$ cat config.mk
export PLATFORM = sky130hd
export DESIGN_NAME = serial2parallel_rx
export DESIGN_NICKNAME = d
export VERILOG_FILES = /design/src/rtl/serial2parallel_rx.sv
export SDC_FILE = /design/constraint.sdc
export NUM_CORES = 1
export LEC_CHECK = 0
export BUFFER_PORTS_ARGS = -buffer_cell sky130_fd_sc_hd__buf_2
export CAP_MARGIN = 20
export CORE_AREA = 2 2 39 41
export CTS_CLUSTER_SIZE = 12
export DETAILED_ROUTE_END_ITERATION = 6
export DIE_AREA = 0 0 41 43
export PLACE_DENSITY = 0.66
export SETUP_SLACK_MARGIN = 0.15
export SYNTH_ARGS = -nofsm -noshare
export SYNTH_HDL_FRONTEND = slang
export SYNTH_SLANG_ARGS = --single-unit
$ cat constraint.sdc
create_clock -name clk -period 1.6 [get_ports clk]
set_input_delay 0.08 -clock clk [delete_from_list [all_inputs] [get_ports clk]]
set_output_delay 0.08 -clock clk [all_outputs]
set_load 0.02 [all_outputs]
$ cat src/rtl/serial2parallel_rx.sv
// Serial-to-parallel receiver: assembles strobed serial bits into WIDTH-bit
// words and presents them on a valid/ready handshake with eoc/overrun flags.
module serial2parallel_rx #(
  parameter int unsigned WIDTH     = 4,
  parameter bit          MSB_FIRST = 1'b1
) (
  input  logic                     clk,
  input  logic                     reset,
  input  logic                     serin,
  input  logic                     sin_en,
  input  logic                     clr,
  output logic [WIDTH-1:0]         parout,
  output logic                     par_valid,
  input  logic                     par_ready,
  output logic                     eoc,
  output logic                     overrun,
  output logic [$clog2(WIDTH)-1:0] bit_cnt
);

  localparam int unsigned      CNT_W    = $clog2(WIDTH);
  localparam logic [CNT_W-1:0] LAST_BIT = CNT_W'(WIDTH - 1);

  // Output holding flag: S_FULL means parout carries an unconsumed word.
  typedef enum logic {
    S_EMPTY = 1'b0,
    S_FULL  = 1'b1
  } state_t;

  state_t           state;
  state_t           state_nxt;
  logic [WIDTH-1:0] shreg;
  logic [WIDTH-1:0] shreg_shifted;
  logic             capture;
  logic             complete;
  logic             transfer;

  // Strobe qualification, completion detect and handshake transfer.
  always_comb begin
    capture  = sin_en & ~clr;
    complete = capture & (bit_cnt == LAST_BIT);
    transfer = (state == S_FULL) & par_ready;
  end

  // Shift register contents after accepting the current serin bit.
  always_comb begin
    shreg_shifted = shreg;
    if (MSB_FIRST) begin
      shreg_shifted = {shreg[WIDTH-2:0], serin};
    end else begin
      shreg_shifted = {serin, shreg[WIDTH-1:1]};
    end
  end

  // Holding-flag state register.
  always_ff @(posedge clk or posedge reset) begin
    if (reset) begin
      state <= S_EMPTY;
    end else begin
      state <= state_nxt;
    end
  end

  // Holding-flag next state: a completion beats a same-edge transfer.
  always_comb begin
    state_nxt = state;
    if (clr) begin
      state_nxt = S_EMPTY;
    end else if (complete) begin
      state_nxt = S_FULL;
    end else if (transfer) begin
      state_nxt = S_EMPTY;
    end
  end

  assign par_valid = (state == S_FULL);

  // Word assembly, output word capture, eoc pulse and sticky overrun.
  always_ff @(posedge clk or posedge reset) begin
    if (reset) begin
      shreg   <= '0;
      bit_cnt <= '0;
      parout  <= '0;
      eoc     <= 1'b0;
      overrun <= 1'b0;
    end else begin
      eoc <= complete;
      if (clr) begin
        shreg   <= '0;
        bit_cnt <= '0;
        overrun <= 1'b0;
      end else if (capture) begin
        shreg   <= shreg_shifted;
        bit_cnt <= complete ? '0 : bit_cnt + CNT_W'(1);
        if (complete) begin
          parout <= shreg_shifted;
          if ((state == S_FULL) && !par_ready) begin
            overrun <= 1'b1;
          end
        end
      end
    end
  end

endmodule

==> flow_summary.ini, run 1 <==
[floorplan]
die_w_um = 41
fp.coreArea_sq_um = 1384
die_y_um = 43
die_area_sq_um = 1763
row_count = 14
initial_utilization_pct = 37.52
ios = 15

[grt]
first_global_vias = 308
grt_start_max_net_pins = 13
track_usage_pct = 13.14
grt_pass1_wl_mm = 1.366
grt_overflow = 0
antenna_found_initial = 0

[place]
port_buffers = 14
dpl_worst_slack_ns = 0.3502
place.gp.congestion = 0.7097
place_area_sq_um = 586.8
dp.cells = 67

[pwr]
seqPwrFrac_pct = 50.9
p_sw_uw = 153.2
p_leak_nw = 0.3713
clkPwrFrac_pct = 38.3
netSwitchingFraction_pct = 24.06
peakVddDrop_uv = 435.1
intPower_uw = 483.8
power.density_nw_per_um2 = 1006
combPwrFrac_pct = 10.8

[detailed_routing]
top_layer = met4
drt_iter0_drc = 2
wire_per_inst_um = 11.86
routed-via-count = 324
final_antenna_net_count = 0
drt_pre_antenna_iters = 2
wl_um = 854
drc = 0
wl_met1_um = 383
routed_via_density = 4.500
wl_met2_um = 376
met3_length_um = 39

[final_layout]
drive_gt1_share_pct = 41.07
final_common_cell = buf_2
syn_to_final_growth_pct = 21.93
final_cell_mix = 14 x buf_2, 12 x dfrtp_1, 4 x mux2i_1, 4 x nor2_1
final_cell_area_sq_um = 633.1
insertedDiodeCount = 0
finalNetCount = 64
fin_cells = 72

[timing]
rsz0062_at_grt = no
finalWorstPathRequiredPeriod_ns = 1.251
hold_viol_final = 0
holdWs_ns = 0.05265
finalSetupViolations = 0
max_slew_margin_pct = 71.01
final.setup.worst_slack_ns = 0.3488
finalCritPeriodShare_pct = 78.20
clock_skew_ns = 0.0007971
worst_pin_slew_ns = 0.4344
slew_violations = 0
fmax_mhz = 799.2
setup-tns-final_ns = 0

[synth]
syn-num-nets = 46
postSynthAreaPerCell_sq_um = 13.31
ys.warnings.count = 0
netlist_area_sq_um = 519.2
ys_ff_latch = 12
ys_types = 15
yosysSeqAreaShare_pct = 57.83
synth_cells = 39

[worst_hold_path]
hold_class = input port to register

[critical_path]
arrival_ns = 1.46
critPathMaxFanout = 4
crit_type = register to register
endpoint_kind = register
worstPathRequired_ns = 1.81
start_kind = register

[cts]
clk_latency_ns = 0.28
clock_sinks = 12
post_cts_buffers = 0
path_clk_slew_ns = 0.08
root_buffer = clkbuf_4
cts_buffers = 3
cts_tree = done
cts.path.max_buffers = 2
cts-htree-levels = 1

[job]
maxCapViolations = 0

[outcome]
outcome = completed
-- flip-flops by register name (all words and copies together), names as in the netlist --
register   count
overrun        1
shreg          3
bit_cnt        2
eoc            1
parout         4
par_valid      1
-- cells in the mapped netlist --
library cell  instances  area share (%)
a21oi_1               2             1.9
a21oi_2               1             1.7
buf_6                 2             4.3
dfrtp_1              12              58
ha_1                  1             2.4
inv_1                 3             2.2
mux2_1                1             2.2
mux2_2                3             6.5
mux2i_1               4             7.7
nand2_1               1            0.72
nand2b_1              2             2.4
nand3b_4              1             3.9
nand4b_1              1             1.7
nor2_1                4             2.9
or3b_1                1             1.7
-- final cells by class --
| class | count | area, sq um |
|---|---|---|
| clock buffer | 4 | 36.28 |
| fill | 129 | 750.7 |
| inverter | 3 | 11.26 |
| multi-input combinational | 22 | 185.2 |
| sequential | 12 | 300.3 |
| tap | 16 | 20.02 |
| timing repair buffer | 15 | 80.08 |
-- kinds of logic after synthesis --
logic type,Yosys count,share of synthesized area [%]
AOI/OAI and AO/OA,3,3.615
adders and majority gates,1,2.409
buffers and inverters,5,6.506
muxes,8,16.39
and+or+nand+nor,10,13.25
DFF,12,57.83
-- metal layers --
layer	GRT usage (%)	vias up
met4	18.00	0
li1	-	163
met5	0	-
met2	18.44	12
met1	13.47	145
met3	1.571	4
-- per-stage QoR --
stage          power (mW)  utilization, %
2_1_floorplan      0.3803               -
4_1_cts            0.6499           45.75
6_report           0.6370           45.75
3_3_place_gp       0.3984           42.41
5_1_grt            0.6737           45.75
3_5_place_dp       0.3990           42.41
-- power by group through the flow --
stage	clock [mW]	sequential (mW)	combinational, mW
floorplan	0	0.342	0.0379
global placement	0	0.330	0.0685
detailed placement	0	0.330	0.0686
CTS	0.255	0.324	0.0706
global route	0.271	0.326	0.0772
finish	0.244	0.324	0.0688
-- path summary, 6_finish.rpt --
path / from / to / slack [ns] / cells after the start
max in group asynchronous: reset / bit_cnt[1] / 0.97 / 3
worst min register to register: parout[2] / parout[2] / 0.51 / 1
worst min-delay path: serin / parout[0] / 0.05 / 2
worst max-delay path: bit_cnt[0] / bit_cnt[0] / 0.35 / 3
worst max register to register: bit_cnt[0] / bit_cnt[0] / 0.35 / 3
min in group asynchronous: reset / eoc / 0.33 / 3
-- worst max-delay path: stages (launching register included) --
cell and delay (ns):
dfrtp_1 0.41, ha_1 0.27, or3b_1 0.38, a21oi_2 0.12
-- timing repair --
action	in CTS	in global routing
endpoints found under the hold margin	12	0
gates resized for setup	0	0
hold buffers	1	0
No activity file was read; power rests on OpenSTA's default activity.
==> run 2: changes to the inputs <==
ABC_AREA = 1   (was default)
PLACE_DENSITY = 0.64   (was 0.66)
clock period = 1.3 ns   (was 1.6 ns; I/O delays follow)
==> flow_summary.ini, run 2 <==
[synth]
synth_ff_type = dfrtp_1
yosysSeqAreaShare_pct = 60.61
ys_ff_latch = 12
yosysTopAreaCell = dfrtp_1
netlist_area_sq_um = 495.5
synthTopCellsByArea = dfrtp_1 61%, nand2_1 19%, nand4_1 5.1%
ys.warnings.count = 0
postSynthAreaPerCell_sq_um = 9.175
yosysMostFrequentCell = nand2_1
syn-num-nets = 61
ys_top_cells_by_count = 25 x nand2_1, 12 x dfrtp_1, 5 x inv_1
async_flop_share_pct = 100.0
synth_cells = 54
ys_types = 10
synth-edff-count = 0
netlist.area_leader.share_pct = 60.61

[critical_path]
start_kind = register
crit_start = bit_cnt[0]
cp_cell_sequence = ha_2 -> nand3_4 -> nand2_1 -> nand2_1
worst-r2r-cell-count = 4
endpoint_kind = register
r2r_start = bit_cnt[0]
cp_slowest_cell = dfrtp_1
crit_type = register to register
cp_common_cell = nand2_1
cp_slowest_stage_delay_ns = 0.39
worstPathRequired_ns = 1.47
critPathMaxFanout = 7
arrival_ns = 1.17

[detailed_routing]
routed_via_density = 4.652
final_antenna_net_count = 0
drt_pre_antenna_iters = 2
wire_per_inst_um = 10.38
wl_um = 924
drt_iter0_drc = 3
drc = 0
routed-via-count = 414

[cts]
cts_buffers = 3
cts-htree-levels = 1
clock_sinks = 12
root_buffer = clkbuf_4
cts.path.max_buffers = 2
clk_latency_ns = 0.27
path_clk_slew_ns = 0.07
cts_tree = done

[timing]
max_slew_margin_pct = 70.20
setup-tns-final_ns = 0
clock_skew_ns = 0.004035
worst_pin_slew_ns = 0.4465
fmax_mhz = 993.4
finalSetupViolations = 0
finalCritPeriodShare_pct = 77.44
hold_viol_final = 0
slew_violations = 0
rsz0062_at_grt = no
finalWorstPathRequiredPeriod_ns = 1.007
holdWs_ns = 0.01023

[final_layout]
final_cell_mix = 25 x nand2_1, 14 x buf_2, 12 x dfrtp_1
drive_gt1_share_pct = 28.77
finalNetCount = 81
final_common_cell = nand2_1
largest_reg_flops = 4
syn_to_final_growth_pct = 28.03
insertedDiodeCount = 0
largest-register = parout
reg.largest.list = parout: 4 flops, shreg: 3 flops, bit_cnt: 2 flops
fin_cells = 89

[place]
dp.cells = 84
place.gp.congestion = 0.7478
port_buffers = 14
dpl.hpwl_um = 703

[grt]
grt_pass1_wl_mm = 1.649
grt_start_max_net_pins = 13
first_global_vias = 393
grt_overflow = 0
track_usage_pct = 14.36
antenna_found_initial = 0

[pwr]
p_sw_uw = 189.8
clkPwrFrac_pct = 37.7
intPower_uw = 588.7
seqPwrFrac_pct = 51.5
peakVddDrop_uv = 485.0
p_leak_nw = 0.3845
power.density_nw_per_um2 = 1227
combPwrFrac_pct = 10.8
netSwitchingFraction_pct = 24.38

[worst_hold_path]
min_from = serin
whs_path_depth = 3
hold_class = input port to register

[floorplan]
row_count = 14
die_y_um = 43
fp.coreArea_sq_um = 1384
initial_utilization_pct = 35.80
die_area_sq_um = 1763
ios = 15
die_w_um = 41

[job]
maxCapViolations = 0

[outcome]
outcome = completed
==> run 2: timing repair <==
action,4_1_cts,5_1_grt
resized for setup,0,1
setup endpoints to repair,0,3
setup buffers,0,0
endpoints found under the hold margin,12,0
hold buffers,1,0
==> run 2: layout make-up <==
cell class / instances / area (sq um)
clock buffer: 4 / 36.28
multi-input combinational: 36 / 175.2
sequential: 12 / 300.3
inverter: 6 / 22.52
tap: 16 / 20.02
timing repair buffer: 15 / 80.08
fill: 135 / 749.5
==> run 2: critical path: cells and delay by family, from the launching register on <==
kind          cells  cell delay (ns)
flops             1             0.39
fa+ha+maj         1             0.27
simple gates      3             0.25
==> run 2: cells by family (layout without fill, tap and decap cells) <==
family / Yosys count / count (layout) / share of synthesized area (%)
adder cells (fa/ha/maj): 1 / 1 / 2.525
flip-flops: 12 / 12 / 60.61
AO/OA/AOI/OAI: 2 / 2 / 2.525
AND/OR/NAND/NOR: 33 / 33 / 29.80
buffers and inverters: 6 / 25 / 4.545
==> run 2: per-stage QoR <==
step           worst slack (ns)  cell area (sq um)  utilization [%]  total power, mW
5_1_grt                  0.1857              634.4            45.84           0.8291
3_3_place_gp             0.2762              585.6            42.31           0.4907
3_5_place_dp             0.2361              585.6            42.31           0.4916
2_1_floorplan            0.1801              495.5                -           0.4572
4_1_cts                  0.2216              631.9            45.66           0.7892
6_report                 0.2933              634.4            45.84           0.7785
==> run 2: path summary, 6_finish.rpt <==
| kind | to | slack [ns] |
|---|---|---|
| min in group asynchronous | parout[2] | 0.33 |
| max | parout[3] | 0.29 |
| min reg2reg | parout[0] | 0.47 |
| min | shreg[0] | 0.01 |
| max reg2reg | parout[3] | 0.29 |
| max in group asynchronous | bit_cnt[1] | 0.67 |
==> run 2: power groups by stage <==
stage | clock network [mW] | registers, mW | logic [mW]
final | 0.294 | 0.401 | 0.0838
after detailed placement | 0 | 0.408 | 0.0832
after CTS | 0.302 | 0.401 | 0.0859
after global placement | 0 | 0.408 | 0.0830
after global routing | 0.328 | 0.404 | 0.0972
after floorplan | 0 | 0.425 | 0.0325
==> run 2: routing by layer <==
layer / vias to the layer above / GRT usage (%) / part of all wire [%]
li1: 208 / - / -
met1: 185 / 19.87 / 43
met2: 16 / 19.06 / 44
met3: 5 / 3.141 / 9.0
met4: 0 / 10.00 / 3.7
met5: - / 0 / 0
==> run 3: changes to the inputs <==
ABC_AREA = 0   (was 1)
PLACE_DENSITY = 0.68   (was 0.64)
clock period = 0.9 ns   (was 1.3 ns; I/O delays follow)
==> flow_summary.ini, run 3 (synthesis results as in run 1) <==
[cts]
cts_buffers = 3
root_buffer = clkbuf_4
cts-htree-levels = 1
path_clk_slew_ns = 0.08
clk_latency_ns = 0.27
cts_tree = done
cts.path.max_buffers = 2
clock_sinks = 12

[timing]
fmax_mhz = 841.6
max_slew_margin_pct = 81.82
finalCritPeriodShare_pct = 132.0
hold_viol_final = 0
finalSetupViolations = 10
final.setup.worst_slack_ns = -0.2882
finalWorstPathRequiredPeriod_ns = 1.188
rsz0062_at_grt = yes
holdWs_ns = 0.01191
clock_skew_ns = 0.01299
worst_pin_slew_ns = 0.2721
slew_violations = 0

[detailed_routing]
drt_pre_antenna_iters = 3
drc = 0
wl_mm = 1.004
routed_via_density = 4.638
wire_per_inst_um = 12.55
drt_iter0_drc = 1
final_antenna_net_count = 0
routed-via-count = 371

[critical_path]
arrival_ns = 1.39
cp_slowest_stage_delay_ns = 0.44
cp_slowest_cell = dfrtp_2
crit_type = register to register
start_kind = register
critPathMaxFanout = 3
cp_top_family = flip-flops
worstPathRequired_ns = 1.11
cp_cell_sequence = ha_4 -> or3b_1 -> a21oi_2
path_buf_inv = 0
endpoint_kind = register

[final_layout]
drive_gt1_share_pct = 60.94
insertedDiodeCount = 0
finalNetCount = 72
final_cell_mix = 11 x buf_6, 10 x dfrtp_1, 6 x buf_4
syn_to_final_growth_pct = 52.29
largest_reg_flops = 4
reg.largest.list = parout: 4 flops, shreg: 3 flops, bit_cnt: 2 flops
final_common_cell = buf_6
largest-register = parout
fin_cells = 80

[pwr]
intPower_uw = 838.2
combPwrFrac_pct = 16.8
p_sw_uw = 279.2
power.density_nw_per_um2 = 1413
peakVddDrop_uv = 741.5
p_leak_nw = 0.4165
netSwitchingFraction_pct = 24.99
p_total_mw = 1.117
clkPwrFrac_pct = 31.0
seqPwrFrac_pct = 52.2

[grt]
antenna_found_initial = 0
first_global_vias = 383
grt_pass1_wl_mm = 1.662
grt_start_max_net_pins = 13
grt_overflow = 0
track_usage_pct = 14.56

[floorplan]
die_w_um = 41
fp.coreArea_sq_um = 1384
die_y_um = 43
initial_utilization_pct = 37.52
row_count = 14
ios = 15
die_area_sq_um = 1763

[place]
place.gp.congestion = 0.6610
dpl.hpwl_um = 686.2
dp.cells = 72
port_buffers = 14
dpl_worst_slack_ns = -0.2618

[job]
maxCapViolations = 0

[outcome]
outcome = finished with violations
violations = setup timing

[worst_hold_path]
hold_class = input port to register
==> run 3: worst paths after layout <==
kind	start	to	slack, ns	cells after the start
setup / recovery	bit_cnt[0]	bit_cnt[0]	-0.29	3
hold / removal	serin	parout[0]	0.01	2
setup reg to reg	bit_cnt[0]	bit_cnt[0]	-0.29	3
hold reg to reg	parout[3]	parout[3]	0.54	1
max in group asynchronous	reset	bit_cnt[1]	0.44	3
min in group asynchronous	reset	bit_cnt[0]	0.25	3
==> run 3: cell type report <==
type | count | area, sq um
fillers | 121 | 593.1
flip-flops and latches | 12 | 302.8
multi-input cells | 22 | 222.7
repair buffers | 23 | 203.9
clock buffers | 4 | 26.28
well taps | 16 | 20.02
inverters | 3 | 15.01
==> run 3: stage by stage <==
stage	utilization [%]	area, sq um	setup TNS [ns]
2_1_floorplan	-	534.3	-1.470
3_3_place_gp	46.20	639.4	-1.261
3_5_place_dp	46.20	639.4	-1.433
4_1_cts	55.61	769.5	-2.077
5_1_grt	57.14	790.8	-2.369
6_report	57.14	790.8	-2.051
==> run 3: power groups by stage <==
| stage | registers, mW | logic (mW) | clock network (mW) |
|---|---|---|---|
| after floorplan | 0.613 | 0.0697 | 0 |
| after global placement | 0.590 | 0.142 | 0 |
| after detailed placement | 0.590 | 0.145 | 0 |
| after CTS | 0.583 | 0.185 | 0.372 |
| after global routing | 0.586 | 0.201 | 0.388 |
| final | 0.583 | 0.187 | 0.347 |
==> run 3: routing by layer <==
metal / global-route usage [%] / share of wire [%] / vias to the layer above
met1: 17.93 / 39 / 181
met4: 12.00 / 1.4 / 0
met3: 1.571 / 3.7 / 2
li1: - / - / 179
met2: 21.56 / 55 / 9
met5: 0 / 0 / -
==> run 3: repair_timing <==
item,4_1_cts,5_1_grt
setup buffers,2,1
pin swaps,2,2
setup endpoints to repair,18,23
hold buffers,1,0
hold endpoints to repair,13,0
gates resized for setup,24,5
